===== src/rtl/wash_motor_pkg.sv =====
// Shared types and constants for the wash motor sequencer: FSM states, phase codes and
// the widened ramp arithmetic that keeps value steps from wrapping at 0xFFFF.
package wash_motor_pkg;

  localparam int VALUE_W = 16;
  localparam int RAMP_W  = VALUE_W + 1;
  localparam int PHASE_W = 2;

  typedef enum logic [2:0] {
    ST_IDLE,
    ST_RAMP,
    ST_RUN,
    ST_STOP_RAMP,
    ST_DONE
  } state_t;

  typedef enum logic [1:0] {
    REV_NONE,
    REV_DOWN,
    REV_UP
  } rev_t;

  localparam logic [PHASE_W-1:0] PH_WASH  = 2'd0;
  localparam logic [PHASE_W-1:0] PH_RINSE = 2'd1;
  localparam logic [PHASE_W-1:0] PH_SPIN  = 2'd2;

  // One ramp step toward tgt; lands exactly on tgt when within one step, so it never overshoots.
  function automatic logic [VALUE_W-1:0] ramp_step(input logic [VALUE_W-1:0] cur,
                                                   input logic [VALUE_W-1:0] tgt,
                                                   input logic [RAMP_W-1:0]  step);
    logic [RAMP_W-1:0] c;
    logic [RAMP_W-1:0] t;
    logic [RAMP_W-1:0] r;
    c = {1'b0, cur};
    t = {1'b0, tgt};
    r = t;
    if (t > c) begin
      if ((t - c) > step) r = c + step;
    end else if ((c - t) > step) begin
      r = c - step;
    end
    return r[VALUE_W-1:0];
  endfunction

endpackage


===== src/rtl/wash_motor_seq_if.sv =====
// Command/status bundle between the MCU-facing control logic (master) and the sequencer (slave).
interface wash_motor_seq_if;
  import wash_motor_pkg::*;

  logic               i_start;
  logic               i_stop;
  logic               i_pause;
  logic               o_pwm_en;
  logic [VALUE_W-1:0] o_pwm_value;
  logic [PHASE_W-1:0] o_phase;
  logic               o_busy;
  logic               o_done;
  logic               o_dir;

  modport master (
    output i_start, i_stop, i_pause,
    input  o_pwm_en, o_pwm_value, o_phase, o_busy, o_done, o_dir
  );

  modport slave (
    input  i_start, i_stop, i_pause,
    output o_pwm_en, o_pwm_value, o_phase, o_busy, o_done, o_dir
  );

endinterface


===== src/rtl/wash_motor_seq_tick_gen.sv =====
// tick_gen: free-running 0..TICK_DIV-1 divider with enable and clear; tick_o pulses on the last count.
module tick_gen #(
  parameter int unsigned TICK_DIV = 100000
) (
  input  logic clk,
  input  logic rst,
  input  logic en_i,
  input  logic clr_i,
  output logic tick_o
);

  localparam int W = (TICK_DIV > 1) ? $clog2(TICK_DIV) : 1;
  localparam logic [W-1:0] LAST = W'(TICK_DIV - 1);

  logic [W-1:0] cnt_q;
  logic [W-1:0] cnt_d;

  always_ff @(posedge clk or posedge rst) begin
    if (rst) cnt_q <= '0;
    else     cnt_q <= cnt_d;
  end

  always_comb begin
    cnt_d = cnt_q;
    if (clr_i)     cnt_d = '0;
    else if (en_i) cnt_d = (cnt_q == LAST) ? '0 : cnt_q + W'(1);
  end

  assign tick_o = en_i && !clr_i && (cnt_q == LAST);

endmodule


===== src/rtl/wash_motor_seq.sv =====
// wash_motor_seq: runs WASH -> RINSE -> SPIN with soft ramps, driving a PWM generator's enable/value.
// Build option WASH_REVERSE_EN adds periodic direction reversal in WASH RUN; otherwise o_dir is tied 0.
module wash_motor_seq #(
  parameter int unsigned TICK_DIV    = 100000,
  parameter int unsigned RAMP_STEP   = 10,
  parameter int unsigned RAMP_TICKS  = 1,
  parameter int unsigned MIN_VAL     = 1,
  parameter int unsigned WASH_VAL    = 200,
  parameter int unsigned RINSE_VAL   = 300,
  parameter int unsigned SPIN_VAL    = 1000,
  parameter int unsigned WASH_TICKS  = 20000,
  parameter int unsigned RINSE_TICKS = 20000,
  parameter int unsigned SPIN_TICKS  = 30000
`ifdef WASH_REVERSE_EN
  ,
  parameter int unsigned REV_TICKS   = 5000
`endif
) (
  input  logic            i_clk,
  input  logic            i_reset,
  wash_motor_seq_if.slave bus
);
  import wash_motor_pkg::*;

  localparam logic [VALUE_W-1:0] MIN_V   = VALUE_W'(MIN_VAL);
  localparam logic [VALUE_W-1:0] WASH_V  = VALUE_W'(WASH_VAL);
  localparam logic [VALUE_W-1:0] RINSE_V = VALUE_W'(RINSE_VAL);
  localparam logic [VALUE_W-1:0] SPIN_V  = VALUE_W'(SPIN_VAL);
  localparam logic [RAMP_W-1:0]  STEP_V  = RAMP_W'(RAMP_STEP);

  state_t             state_q, state_d;
  logic [VALUE_W-1:0] value_q, value_d;
  logic [VALUE_W-1:0] target_q, target_d;
  logic [PHASE_W-1:0] phase_q, phase_d;
  logic [31:0]        timer_q, timer_d;
  logic [31:0]        ramp_cnt_q, ramp_cnt_d;
  logic               abort_q, abort_d;
  logic               en_q, en_d;
  logic               busy_q, busy_d;
  logic               done_q, done_d;
  logic               tick;
  logic               frozen;
  logic               ramp_tick;
  logic [VALUE_W-1:0] stepped;

`ifdef WASH_REVERSE_EN
  logic               dir_q, dir_d;
  rev_t               rev_q, rev_d;
  logic [31:0]        rev_cnt_q, rev_cnt_d;
`endif

  function automatic logic [31:0] phase_ticks(input logic [PHASE_W-1:0] ph);
    case (ph)
      PH_WASH:  return WASH_TICKS;
      PH_RINSE: return RINSE_TICKS;
      default:  return SPIN_TICKS;
    endcase
  endfunction

  // Pause only bites while the program is actively ramping or running; stop/finish ramps always complete.
  assign frozen  = bus.i_pause && ((state_q == ST_RAMP) || (state_q == ST_RUN));
  assign stepped = ramp_step(value_q, target_q, STEP_V);

  tick_gen #(
    .TICK_DIV (TICK_DIV)
  ) u_tick (
    .clk    (i_clk),
    .rst    (i_reset),
    .en_i   ((state_q != ST_IDLE) && !frozen),
    .clr_i  (state_q == ST_IDLE),
    .tick_o (tick)
  );

  always_ff @(posedge i_clk or posedge i_reset) begin
    if (i_reset) begin
      state_q    <= ST_IDLE;
      value_q    <= '0;
      target_q   <= '0;
      phase_q    <= PH_WASH;
      timer_q    <= '0;
      ramp_cnt_q <= '0;
      abort_q    <= 1'b0;
      en_q       <= 1'b0;
      busy_q     <= 1'b0;
      done_q     <= 1'b0;
    end else begin
      state_q    <= state_d;
      value_q    <= value_d;
      target_q   <= target_d;
      phase_q    <= phase_d;
      timer_q    <= timer_d;
      ramp_cnt_q <= ramp_cnt_d;
      abort_q    <= abort_d;
      en_q       <= en_d;
      busy_q     <= busy_d;
      done_q     <= done_d;
    end
  end

`ifdef WASH_REVERSE_EN
  always_ff @(posedge i_clk or posedge i_reset) begin
    if (i_reset) begin
      dir_q     <= 1'b0;
      rev_q     <= REV_NONE;
      rev_cnt_q <= '0;
    end else begin
      dir_q     <= dir_d;
      rev_q     <= rev_d;
      rev_cnt_q <= rev_cnt_d;
    end
  end
`endif

  always_comb begin
    state_d    = state_q;
    value_d    = value_q;
    target_d   = target_q;
    phase_d    = phase_q;
    timer_d    = timer_q;
    ramp_cnt_d = ramp_cnt_q;
    abort_d    = abort_q;
    ramp_tick  = tick && (ramp_cnt_q == RAMP_TICKS - 1);
`ifdef WASH_REVERSE_EN
    dir_d      = dir_q;
    rev_d      = rev_q;
    rev_cnt_d  = rev_cnt_q;
`endif

    case (state_q)
      ST_IDLE: begin
        if (bus.i_start && !bus.i_stop) begin
          state_d  = ST_RAMP;
          value_d  = MIN_V;
          target_d = WASH_V;
          phase_d  = PH_WASH;
          abort_d  = 1'b0;
        end
      end

      ST_RAMP, ST_STOP_RAMP: begin
        if ((state_q == ST_RAMP) && bus.i_stop) begin
          state_d  = ST_STOP_RAMP;
          target_d = MIN_V;
          abort_d  = 1'b1;
        end else if (!frozen) begin
          if (value_q == target_q) begin
            if (state_q == ST_RAMP) begin
              state_d = ST_RUN;
              timer_d = phase_ticks(phase_q);
            end else if (abort_q) begin
              state_d = ST_IDLE;
            end else begin
              state_d = ST_DONE;
            end
          end else if (tick) begin
            ramp_cnt_d = ramp_tick ? '0 : ramp_cnt_q + 32'd1;
            if (ramp_tick) value_d = stepped;
          end
        end
      end

      ST_RUN: begin
        if (bus.i_stop) begin
          state_d  = ST_STOP_RAMP;
          target_d = MIN_V;
          abort_d  = 1'b1;
        end else if (!frozen) begin
`ifdef WASH_REVERSE_EN
          // Reversal dips to MIN_VAL, flips direction, and climbs back while the phase timer keeps running.
          if (rev_q != REV_NONE) begin
            if (value_q == target_q) begin
              if (rev_q == REV_DOWN) begin
                rev_d    = REV_UP;
                dir_d    = ~dir_q;
                target_d = WASH_V;
              end else begin
                rev_d = REV_NONE;
              end
              ramp_cnt_d = '0;
            end else if (tick) begin
              ramp_cnt_d = ramp_tick ? '0 : ramp_cnt_q + 32'd1;
              if (ramp_tick) value_d = stepped;
            end
          end else if ((phase_q == PH_WASH) && tick) begin
            if (rev_cnt_q >= REV_TICKS - 1) begin
              rev_cnt_d  = '0;
              rev_d      = REV_DOWN;
              target_d   = MIN_V;
              ramp_cnt_d = '0;
            end else begin
              rev_cnt_d = rev_cnt_q + 32'd1;
            end
          end
`endif
          if (tick) begin
            timer_d = timer_q - 32'd1;
            if (timer_q <= 32'd1) begin
              timer_d = '0;
              case (phase_q)
                PH_WASH: begin
                  state_d  = ST_RAMP;
                  phase_d  = PH_RINSE;
                  target_d = RINSE_V;
                end
                PH_RINSE: begin
                  state_d  = ST_RAMP;
                  phase_d  = PH_SPIN;
                  target_d = SPIN_V;
                end
                default: begin
                  state_d  = ST_STOP_RAMP;
                  target_d = MIN_V;
                  abort_d  = 1'b0;
                end
              endcase
            end
          end
        end
      end

      ST_DONE: state_d = ST_IDLE;

      default: state_d = ST_IDLE;
    endcase

    if (state_d != state_q) ramp_cnt_d = '0;

    // The generator divides by the value word, so it is 0 only when disabled and floored at MIN_VAL otherwise.
    if ((state_d == ST_IDLE) || (state_d == ST_DONE)) begin
      value_d = '0;
      abort_d = 1'b0;
      if (state_d == ST_IDLE) phase_d = PH_WASH;
    end else if (value_d < MIN_V) begin
      value_d = MIN_V;
    end

`ifdef WASH_REVERSE_EN
    if (state_d != ST_RUN) begin
      rev_d     = REV_NONE;
      rev_cnt_d = '0;
    end
    if ((state_d == ST_IDLE) || (phase_d != PH_WASH)) dir_d = 1'b0;
`endif

    busy_d = (state_d != ST_IDLE);
    done_d = (state_d == ST_DONE);
    en_d   = ((state_d == ST_RAMP) || (state_d == ST_RUN) || (state_d == ST_STOP_RAMP)) &&
             !(bus.i_pause && ((state_d == ST_RAMP) || (state_d == ST_RUN)));
  end

  assign bus.o_pwm_en    = en_q;
  assign bus.o_pwm_value = value_q;
  assign bus.o_phase     = phase_q;
  assign bus.o_busy      = busy_q;
  assign bus.o_done      = done_q;
`ifdef WASH_REVERSE_EN
  assign bus.o_dir       = dir_q;
`else
  assign bus.o_dir       = 1'b0;
`endif

endmodule

===== src/flat_wrapper.sv =====
// flat-port wrapper written by rule: the top's interface ports become plain ports
module wash_motor_seq_flat import wash_motor_pkg::*;
#(
  parameter int unsigned TICK_DIV    = 100000,
  parameter int unsigned RAMP_STEP   = 10,
  parameter int unsigned RAMP_TICKS  = 1,
  parameter int unsigned MIN_VAL     = 1,
  parameter int unsigned WASH_VAL    = 200,
  parameter int unsigned RINSE_VAL   = 300,
  parameter int unsigned SPIN_VAL    = 1000,
  parameter int unsigned WASH_TICKS  = 20000,
  parameter int unsigned RINSE_TICKS = 20000,
  parameter int unsigned SPIN_TICKS  = 30000

)
  (i_clk, i_reset, bus_i_start, bus_i_stop, bus_i_pause, bus_o_pwm_en, bus_o_pwm_value, bus_o_phase, bus_o_busy, bus_o_done, bus_o_dir);
  wash_motor_seq_if bus_i ();
  input  logic i_clk;
  input  logic i_reset;
  input wire logic [$bits(bus_i.i_start)-1:0] bus_i_start;
  input wire logic [$bits(bus_i.i_stop)-1:0] bus_i_stop;
  input wire logic [$bits(bus_i.i_pause)-1:0] bus_i_pause;
  output wire logic [$bits(bus_i.o_pwm_en)-1:0] bus_o_pwm_en;
  output wire logic [$bits(bus_i.o_pwm_value)-1:0] bus_o_pwm_value;
  output wire logic [$bits(bus_i.o_phase)-1:0] bus_o_phase;
  output wire logic [$bits(bus_i.o_busy)-1:0] bus_o_busy;
  output wire logic [$bits(bus_i.o_done)-1:0] bus_o_done;
  output wire logic [$bits(bus_i.o_dir)-1:0] bus_o_dir;
  assign bus_i.i_start = bus_i_start;
  assign bus_i.i_stop = bus_i_stop;
  assign bus_i.i_pause = bus_i_pause;
  assign bus_o_pwm_en = bus_i.o_pwm_en;
  assign bus_o_pwm_value = bus_i.o_pwm_value;
  assign bus_o_phase = bus_i.o_phase;
  assign bus_o_busy = bus_i.o_busy;
  assign bus_o_done = bus_i.o_done;
  assign bus_o_dir = bus_i.o_dir;
  wash_motor_seq #(.TICK_DIV(TICK_DIV), .RAMP_STEP(RAMP_STEP), .RAMP_TICKS(RAMP_TICKS), .MIN_VAL(MIN_VAL), .WASH_VAL(WASH_VAL), .RINSE_VAL(RINSE_VAL), .SPIN_VAL(SPIN_VAL), .WASH_TICKS(WASH_TICKS), .RINSE_TICKS(RINSE_TICKS), .SPIN_TICKS(SPIN_TICKS)) u_core (.i_clk(i_clk), .i_reset(i_reset), .bus(bus_i));
endmodule

===== config.mk =====
export PLATFORM = sky130hd
export DESIGN_NAME = wash_motor_seq_flat
export DESIGN_NICKNAME = d
export VERILOG_FILES = /design/src/rtl/wash_motor_pkg.sv /design/src/rtl/wash_motor_seq_if.sv /design/src/rtl/wash_motor_seq_tick_gen.sv /design/src/rtl/wash_motor_seq.sv /design/src/flat_wrapper.sv
export SDC_FILE = /design/constraint.sdc
export NUM_CORES = 1
export LEC_CHECK = 0
export BUFFER_PORTS_ARGS = -buffer_cell sky130_fd_sc_hd__clkbuf_2
export CAP_MARGIN = 20
export CORE_MARGIN = 3
export CORE_UTILIZATION = 60
export DETAILED_ROUTE_END_ITERATION = 7
export GPL_TIMING_DRIVEN = 0
export MAX_ROUTING_LAYER = met4
export PLACE_DENSITY = 0.77
export SETUP_SLACK_MARGIN = 0.3
export SYNTH_ARGS = -nofsm -noshare
export SYNTH_HDL_FRONTEND = slang
export SYNTH_HIERARCHICAL = 1
export SYNTH_SLANG_ARGS = --single-unit
export TNS_END_PERCENT = 10

===== constraint.sdc =====
create_clock -name i_clk -period 5 [get_ports i_clk]
set_clock_uncertainty 0.15 [all_clocks]
set_input_delay 0.25 -clock i_clk [delete_from_list [all_inputs] [get_ports i_clk]]
set_output_delay 0.25 -clock i_clk [all_outputs]
set_load 0.01 [all_outputs]

==> reports/metrics.cfg, run 1 <==
[critical_path]
path_common_cell=clkbuf_2
critPathMaxFanout=10
path_class=flip-flop to flip-flop
crit_path_top_delay_cell=or4_1
rr_endpoint=u_core/bus.o_pwm_value[0]
timing.rr.start=u_core/bus.o_pwm_value[6]
slowest_delay_ps=450
ff2ff_setup_slack_ps=430
worstSetupEndpointType=flip-flop
required_ps=5110
path_cells=clkbuf_2 > inv_1 > ha_1 > clkbuf_2 > nand4b_1 > inv_1 > a211oi_2 > o31ai_1 > xor2_1 > nand4_1 > clkbuf_2 > a32o_1 > nor2_1 > nand4_1 > or4_1 > o31ai_2
startpoint_type=flip-flop
critPathArrivalTime_ps=4680
r2r_cells=16

[sta]
finalHoldViolations=0
whs_ps=77.1
maxSlewViolCount=0
fin_crit_sh_pct=91.4
max-slew-margin-rel_pct=35.4
fin_tns_setup_ps=0
period_minus_slack_ps=4570
tightest_slew_ps=961
setup_viol=0
grt_setup_unrepaired=false
fmax_mhz=219

[clock_tree]
clk_latency_ps=360
clock-root-buffer=clkbuf_16
cts_made_buffers=9
cts_tree=built
cts.sinks=112
cts-htree-levels=3
path_clk_slew_ps=80
cts_buffer_depth=2

[die]
io_pins=27
dieArea_mm2=0.0152
fp.dieH_um=123
num_rows=42
coreArea_mm2=0.0133
initial_core_util_pct=61.7
die_w_um=123

[placement]
gp_congestion=0.975
dp_cells=1256
port-buffer-count=25
dpl.hpwl_um=16600

[logic_synthesis]
yosysUniqueCellTypes=78
syn_area_mm2=0.00824
synthArstFlopShare_pct=100
synth-seq-area-share_pct=34.0
synth_edf_count=0
syn_inst=1054
avgSynthCellArea_um2=7.82
synth_flop_cell=dfrtp_1
yosys_warnings=6
ys_seq_elements=112
synth_nets=1087

[power]
power_leakage_uw=0.00402
p_per_area_mw_per_mm2=217
total_switching_power_uw=545
p_comb_share_pct=11.9
swShare_pct=27.6
seqPwrFrac_pct=49.8
ir_worst_vdd_v=0.000231
internal_power_uw=1430
clockPowerShare_pct=38.3

[route]
detail_route.wl_per_cell_um=18.2
drtIter0Drc=1068
vias=8449
ant_nets=0
drt-vias-per-instance=6.61
drc=0
dr.pass1.iters=6
wl_um=23300

[global_route]
grt_pass1_wl_um=37400
grt_max_degree=74
grt_pass1_vias=7543
grt_overflow_total=0
grt_use_total_pct=31.5
antenna_found_initial=0

[hold_path]
min_from=bus_i_pause
hold_class=primary input to flip-flop
hold_end=u_core/bus.o_pwm_en
whs_path_depth=2

[layout]
layout.nets=1130
drive_gt1_share_pct=9.98
final_cells=1278
diodes=0
final_util_pct=68.3
areaGrowthSynthToFinish_pct=10.6

[job]
max_cap_viol_count=0

[run_status]
status=finished, final reports clean

==> critical path: cells and delay by family (launching register included) <==
kind                     cells  cell delay (ps)
AND/OR/NAND/NOR              5             1220
buffers and inverters        5             1000
XOR/XNOR                     1              370
adder cells (fa/ha/maj)      1              340
AO/OA/AOI/OAI                4              990
flip-flops                   1              380
==> how the worst max path moves through the flow <==
| stage | from | end | slack, ps | cells after the start |
|---|---|---|---|---|
| 6_report | u_core/bus.o_pwm_value[6] | u_core/bus.o_pwm_value[0] | 430 | 16 |
| 2_1_floorplan | u_core/state_q[1] | u_core/bus.o_pwm_value[0] | 750 | 18 |
| 4_1_cts | u_core/bus.o_pwm_value[8] | u_core/bus.o_pwm_value[0] | 330 | 16 |
| 3_5_place_dp | u_core/state_q[1] | u_core/bus.o_pwm_value[0] | -580 | 18 |
| 5_1_grt | u_core/state_q[1] | u_core/bus.o_pwm_value[0] | 300 | 18 |
| 3_3_place_gp | u_core/state_q[1] | u_core/bus.o_pwm_value[0] | -600 | 18 |
==> synthesized netlist by cell type, drive strengths merged (18+ instances only) <==
cell type	count	share of area (%)
or3	18	1.4
o21ai	80	4.9
nand3	42	2.6
nand2	106	4.8
nor3	39	2.4
nand4	27	2.1
ha	28	4.3
a21oi	76	4.6
clkbuf	44	2.0
a31oi	20	1.5
nor4	28	2.3
inv	37	1.7
nor2	128	5.9
dfrtp	112	34
==> logic make-up after synthesis <==
family	count (synthesis)	share of synthesized area [%]
AND/OR/NAND/NOR	500	31.3
AO/OA/AOI/OAI	284	21.7
flip-flops	112	34.0
adder cells (fa/ha/maj)	28	4.25
multiplexers	7	0.866
buffers and inverters	92	4.62
XOR/XNOR	30	3.19
other	1	0.0455
==> layout by cell type (no fill, tap or decap), types with 14 or more instances in the layout <==
cell type,n
and3_1,15
dfrtp_1,109
ha_1,28
and2_1,14
or3_1,17
nand4_1,26
nand2_1,106
nor4_1,23
a31oi_1,20
nand3_1,42
clkbuf_2,37
nor3_1,37
a21oi_1,76
o21ai_0,78
inv_1,36
xnor2_1,17
nor2_1,126
clkbuf_1,32
==> per-layer routing <==
metal | wire, um | GRT usage (%) | vias to the layer above
met2 | 10500 | 47.3 | 454
met5 | 0 | - | -
met1 | 10200 | 44.1 | 3959
met3 | 1880 | 4.39 | 78
met4 | 728 | 10.4 | 0
li1 | - | - | 3958
==> registers in the layout (all words and copies together) (netlist names) <==
register / flops
u_core/ramp_cnt_q: 32
u_core/timer_q: 32
u_core/u_tick/cnt_q: 17
u_core/bus.o_pwm_value: 16
u_core/target_q: 6
u_core/state_q: 3
u_core/bus.o_phase: 2
u_core/abort_q: 1
u_core/bus.o_busy: 1
u_core/bus.o_done: 1
u_core/bus.o_pwm_en: 1
==> metrics by stage <==
| stage | area (um2) | worst slack, ps | total power [uW] |
|---|---|---|---|
| final | 9110 | 429 | 1980 |
| after global routing | 9110 | 298 | 2060 |
| after CTS | 9020 | 329 | 1990 |
| after detailed placement | 8610 | -577 | 1220 |
| after global placement | 8580 | -599 | 1210 |
| after floorplan | 8240 | 746 | 1160 |
==> power by group through the flow <==
| stage | sequential (uW) | clock, uW | combinational (uW) |
|---|---|---|---|
| final | 984 | 758 | 234 |
| after global placement | 999 | 0 | 215 |
| after floorplan | 989 | 0 | 175 |
| after CTS | 982 | 780 | 229 |
| after global routing | 990 | 808 | 264 |
| after detailed placement | 999 | 0 | 223 |
==> cell type report <==
| type | instances | area (um2) |
|---|---|---|
| clock inverters | 7 | 87.6 |
| multi-input cells | 850 | 5170 |
| plain buffers | 55 | 264 |
| repair buffers | 32 | 200 |
| well taps | 176 | 220 |
| inverters | 37 | 141 |
| flip-flops and latches | 112 | 2810 |
| clock buffers | 9 | 225 |
| fillers | 1163 | 4240 |
==> what timing repair did <==
| item | 4_1_cts | 5_1_grt |
|---|---|---|
| pin swaps | 1 | 4 |
| setup endpoints to repair | 38 | 14 |
| resized for setup | 19 | 29 |
| buffers inserted | 1 | 4 |
| hold buffers | 1 | 0 |
| endpoints found under the hold margin | 39 | 0 |
(Power assumes the default switching activity.)
==> inputs of run 2 (changes only) <==
--- a/config.mk
+++ b/config.mk
@@ -5,6 +5,7 @@
 export SDC_FILE = /design/constraint.sdc
 export NUM_CORES = 1
 export LEC_CHECK = 0
+export ABC_AREA = 1
 export BUFFER_PORTS_ARGS = -buffer_cell sky130_fd_sc_hd__clkbuf_2
 export CAP_MARGIN = 20
 export CORE_MARGIN = 3
==> run 2 against run 1 <==
  * Combinational power rose to 10 times the previous value
  * Largest cell class unchanged
  * Critical path type unchanged
  * Fmax increased by 7.3%
  * Hold slack got worse by 38 ps
  * Power rose by 120%
  * Final cell count grew 31%
  * Highest routed layer unchanged
  * Synthesized area is 12% higher
==> reports/metrics.cfg, run 2 <==
[run_status]
status=finished, final reports clean

[global_route]
grt_pass1_vias=8508
grt_overflow_total=0
grt_use_total_pct=31.6
grt_pass1_wl_um=41600
antenna_found_initial=0
grt_max_degree=62

[route]
drc=0
dr.pass1.iters=5
ant_nets=0
detail_route.wl_per_cell_um=15.3
wl_um=25600
vias=9514
drtIter0Drc=906
drt-vias-per-instance=5.69

[critical_path]
path_common_cell=nand2_1
crit_path_top_delay_cell=dfrtp_1
startpoint_type=flip-flop
critPathMaxFanout=10
slowest_delay_ps=430
required_ps=5130
worstSetupEndpointType=flip-flop
path_class=flip-flop to flip-flop
critPathArrivalTime_ps=4390
r2r_cells=28

[sta]
max-slew-margin-rel_pct=44.5
grt_setup_unrepaired=false
whs_ps=39.3
fin_tns_setup_ps=0
fin_crit_sh_pct=85.2
fmax_mhz=235
finalHoldViolations=0
setup_viol=0
maxSlewViolCount=0
tightest_slew_ps=824
period_minus_slack_ps=4260

[logic_synthesis]
synth_flop_cell=dfrtp_1
ys_top_cells_by_count=nand2_1, nor2_1, inv_1
synth_edf_count=0
netlist.area_leader.share_pct=30.3
syn_area_mm2=0.00925
synthArstFlopShare_pct=100
synth_nets=1478
ys_seq_elements=112
avgSynthCellArea_um2=6.40
synth-seq-area-share_pct=30.3
synth.area.top_cells=dfrtp_1, nand2_1, nor2_1
yosys_warnings=6
yosysTopAreaCell=dfrtp_1
yosysMostFrequentCell=nand2_1
yosysUniqueCellTypes=54
syn_inst=1445

[placement]
port-buffer-count=25
dpl.hpwl_um=19600
gp_congestion=0.979

[die]
io_pins=27
fp.dieH_um=130
coreArea_mm2=0.0148
die_w_um=130
num_rows=44
initial_core_util_pct=62.5
dieArea_mm2=0.0169

[clock_tree]
cts_buffer_depth=2
cts_made_buffers=9
clock-root-buffer=clkbuf_16
path_clk_slew_ps=80
cts_tree=built
cts-htree-levels=3
cts.sinks=112
clk_latency_ps=350

[layout]
layout.nets=1516
final_cell_mix=nand2_1, nor2_1, inv_1, nand3_1, dfrtp_1
register_area_mm2=0.00280
multi_input_area_mm2=0.00556
diodes=0
final_common_cell=nand2_1
areaGrowthSynthToFinish_pct=7.59
drive_gt1_share_pct=9.48
reg.largest.list=u_core/ramp_cnt_q: 32 flops, u_core/timer_q: 32 flops, u_core/u_tick/cnt_q: 17 flops
fill_cells=1394

[hold_path]
whs_path_depth=2
hold_class=primary input to flip-flop

[job]
max_cap_viol_count=0

[power]
p_per_area_mw_per_mm2=430
power_leakage_uw=0.00495
ir_worst_vdd_v=0.000311

[run 2: cell types whose count changed in the layout (fill, tap and decap cells not counted), moves of 23 or more]
cell | before | now
xor2_1 | 13 | 36
nand3_1 | 42 | 114
nor2_1 | 126 | 200
o21ai_0 | 78 | 45
inv_1 | 36 | 180
nand2_1 | 106 | 400
[run 2: critical path, delay by kind of cell (launching register included)]
| family | cells | cell delay, ps |
|---|---|---|
| buf+inv | 6 | 880 |
| flops | 1 | 430 |
| simple gates | 21 | 2610 |
| compound gates | 1 | 120 |
[run 2: repair_timing]
| item | 4_1_cts | 5_1_grt |
|---|---|---|
| endpoints found under the setup margin | 1 | 5 |
| endpoints found under the hold margin | 51 | 0 |
| hold buffers | 1 | 0 |
| buffers inserted | 0 | 0 |
| resized for setup | 1 | 8 |
| gates cloned | 0 | 0 |
[run 2: final timing paths]
path                               startpoint                          to  slack (ps)
min                               bus_i_pause         u_core/bus.o_pwm_en          40
min in group asynchronous             i_reset           u_core/bus.o_busy         320
min reg2reg                u_core/timer_q[31]          u_core/timer_q[31]         380
max                         u_core/state_q[0]   u_core/bus.o_pwm_value[0]         740
max reg2reg                 u_core/state_q[0]   u_core/bus.o_pwm_value[0]         740
max in group asynchronous             i_reset  u_core/bus.o_pwm_value[15]        3700
[run 2: where the power goes]
| group | switching (uW) | total, uW | internal, uW | leakage, uW |
|---|---|---|---|---|
| combinational | 1740 | 2450 | 711 | 0.00330 |
| clock | 340 | 684 | 345 | 0.000136 |
| sequential | 111 | 1140 | 1030 | 0.00151 |
[run 2: cell type report]
class                           count  area share (%)
Inverter                          199            7.67
Tap cell                          184            2.31
Clock buffer                       11            2.34
Buffer                             30            1.61
Sequential cell                   112            28.2
Multi-Input combinational cell   1104            55.9
Clock inverter                      5           0.390
Timing Repair Buffer               27            1.63
[run 2: routing by layer]
metal	routed length (um)	vias up	global-route usage, %
met1	11700	4345	45.1
met2	11400	410	47.6
met5	0	-	-
li1	-	4721	-
met3	2030	38	3.81
met4	489	0	8.44
[run 2: per-stage QoR]
stage / setup slack (ps) / power, uW / util, % / area [um2] / std cells
after floorplan: 1530 / 2930 / - / 9250 / 1445
after global placement: 255 / 3500 / 64.9 / 9600 / 1654
after detailed placement: 312 / 3540 / 65.1 / 9630 / 1655
after CTS: 401 / 4240 / 67.0 / 9920 / 1672
after global routing: 280 / 4630 / 67.2 / 9950 / 1672
final: 740 / 4270 / 67.2 / 9950 / 1672
[run 2: cell families after synthesis]
family / synth area share, %
AOI/OAI and AO/OA: 9.96
adders and majority gates: 3.79
DFF: 30.3
buffers and inverters: 9.78
xor gates and xnor gates: 4.45
and+or+nand+nor: 41.7
other: 0.0405
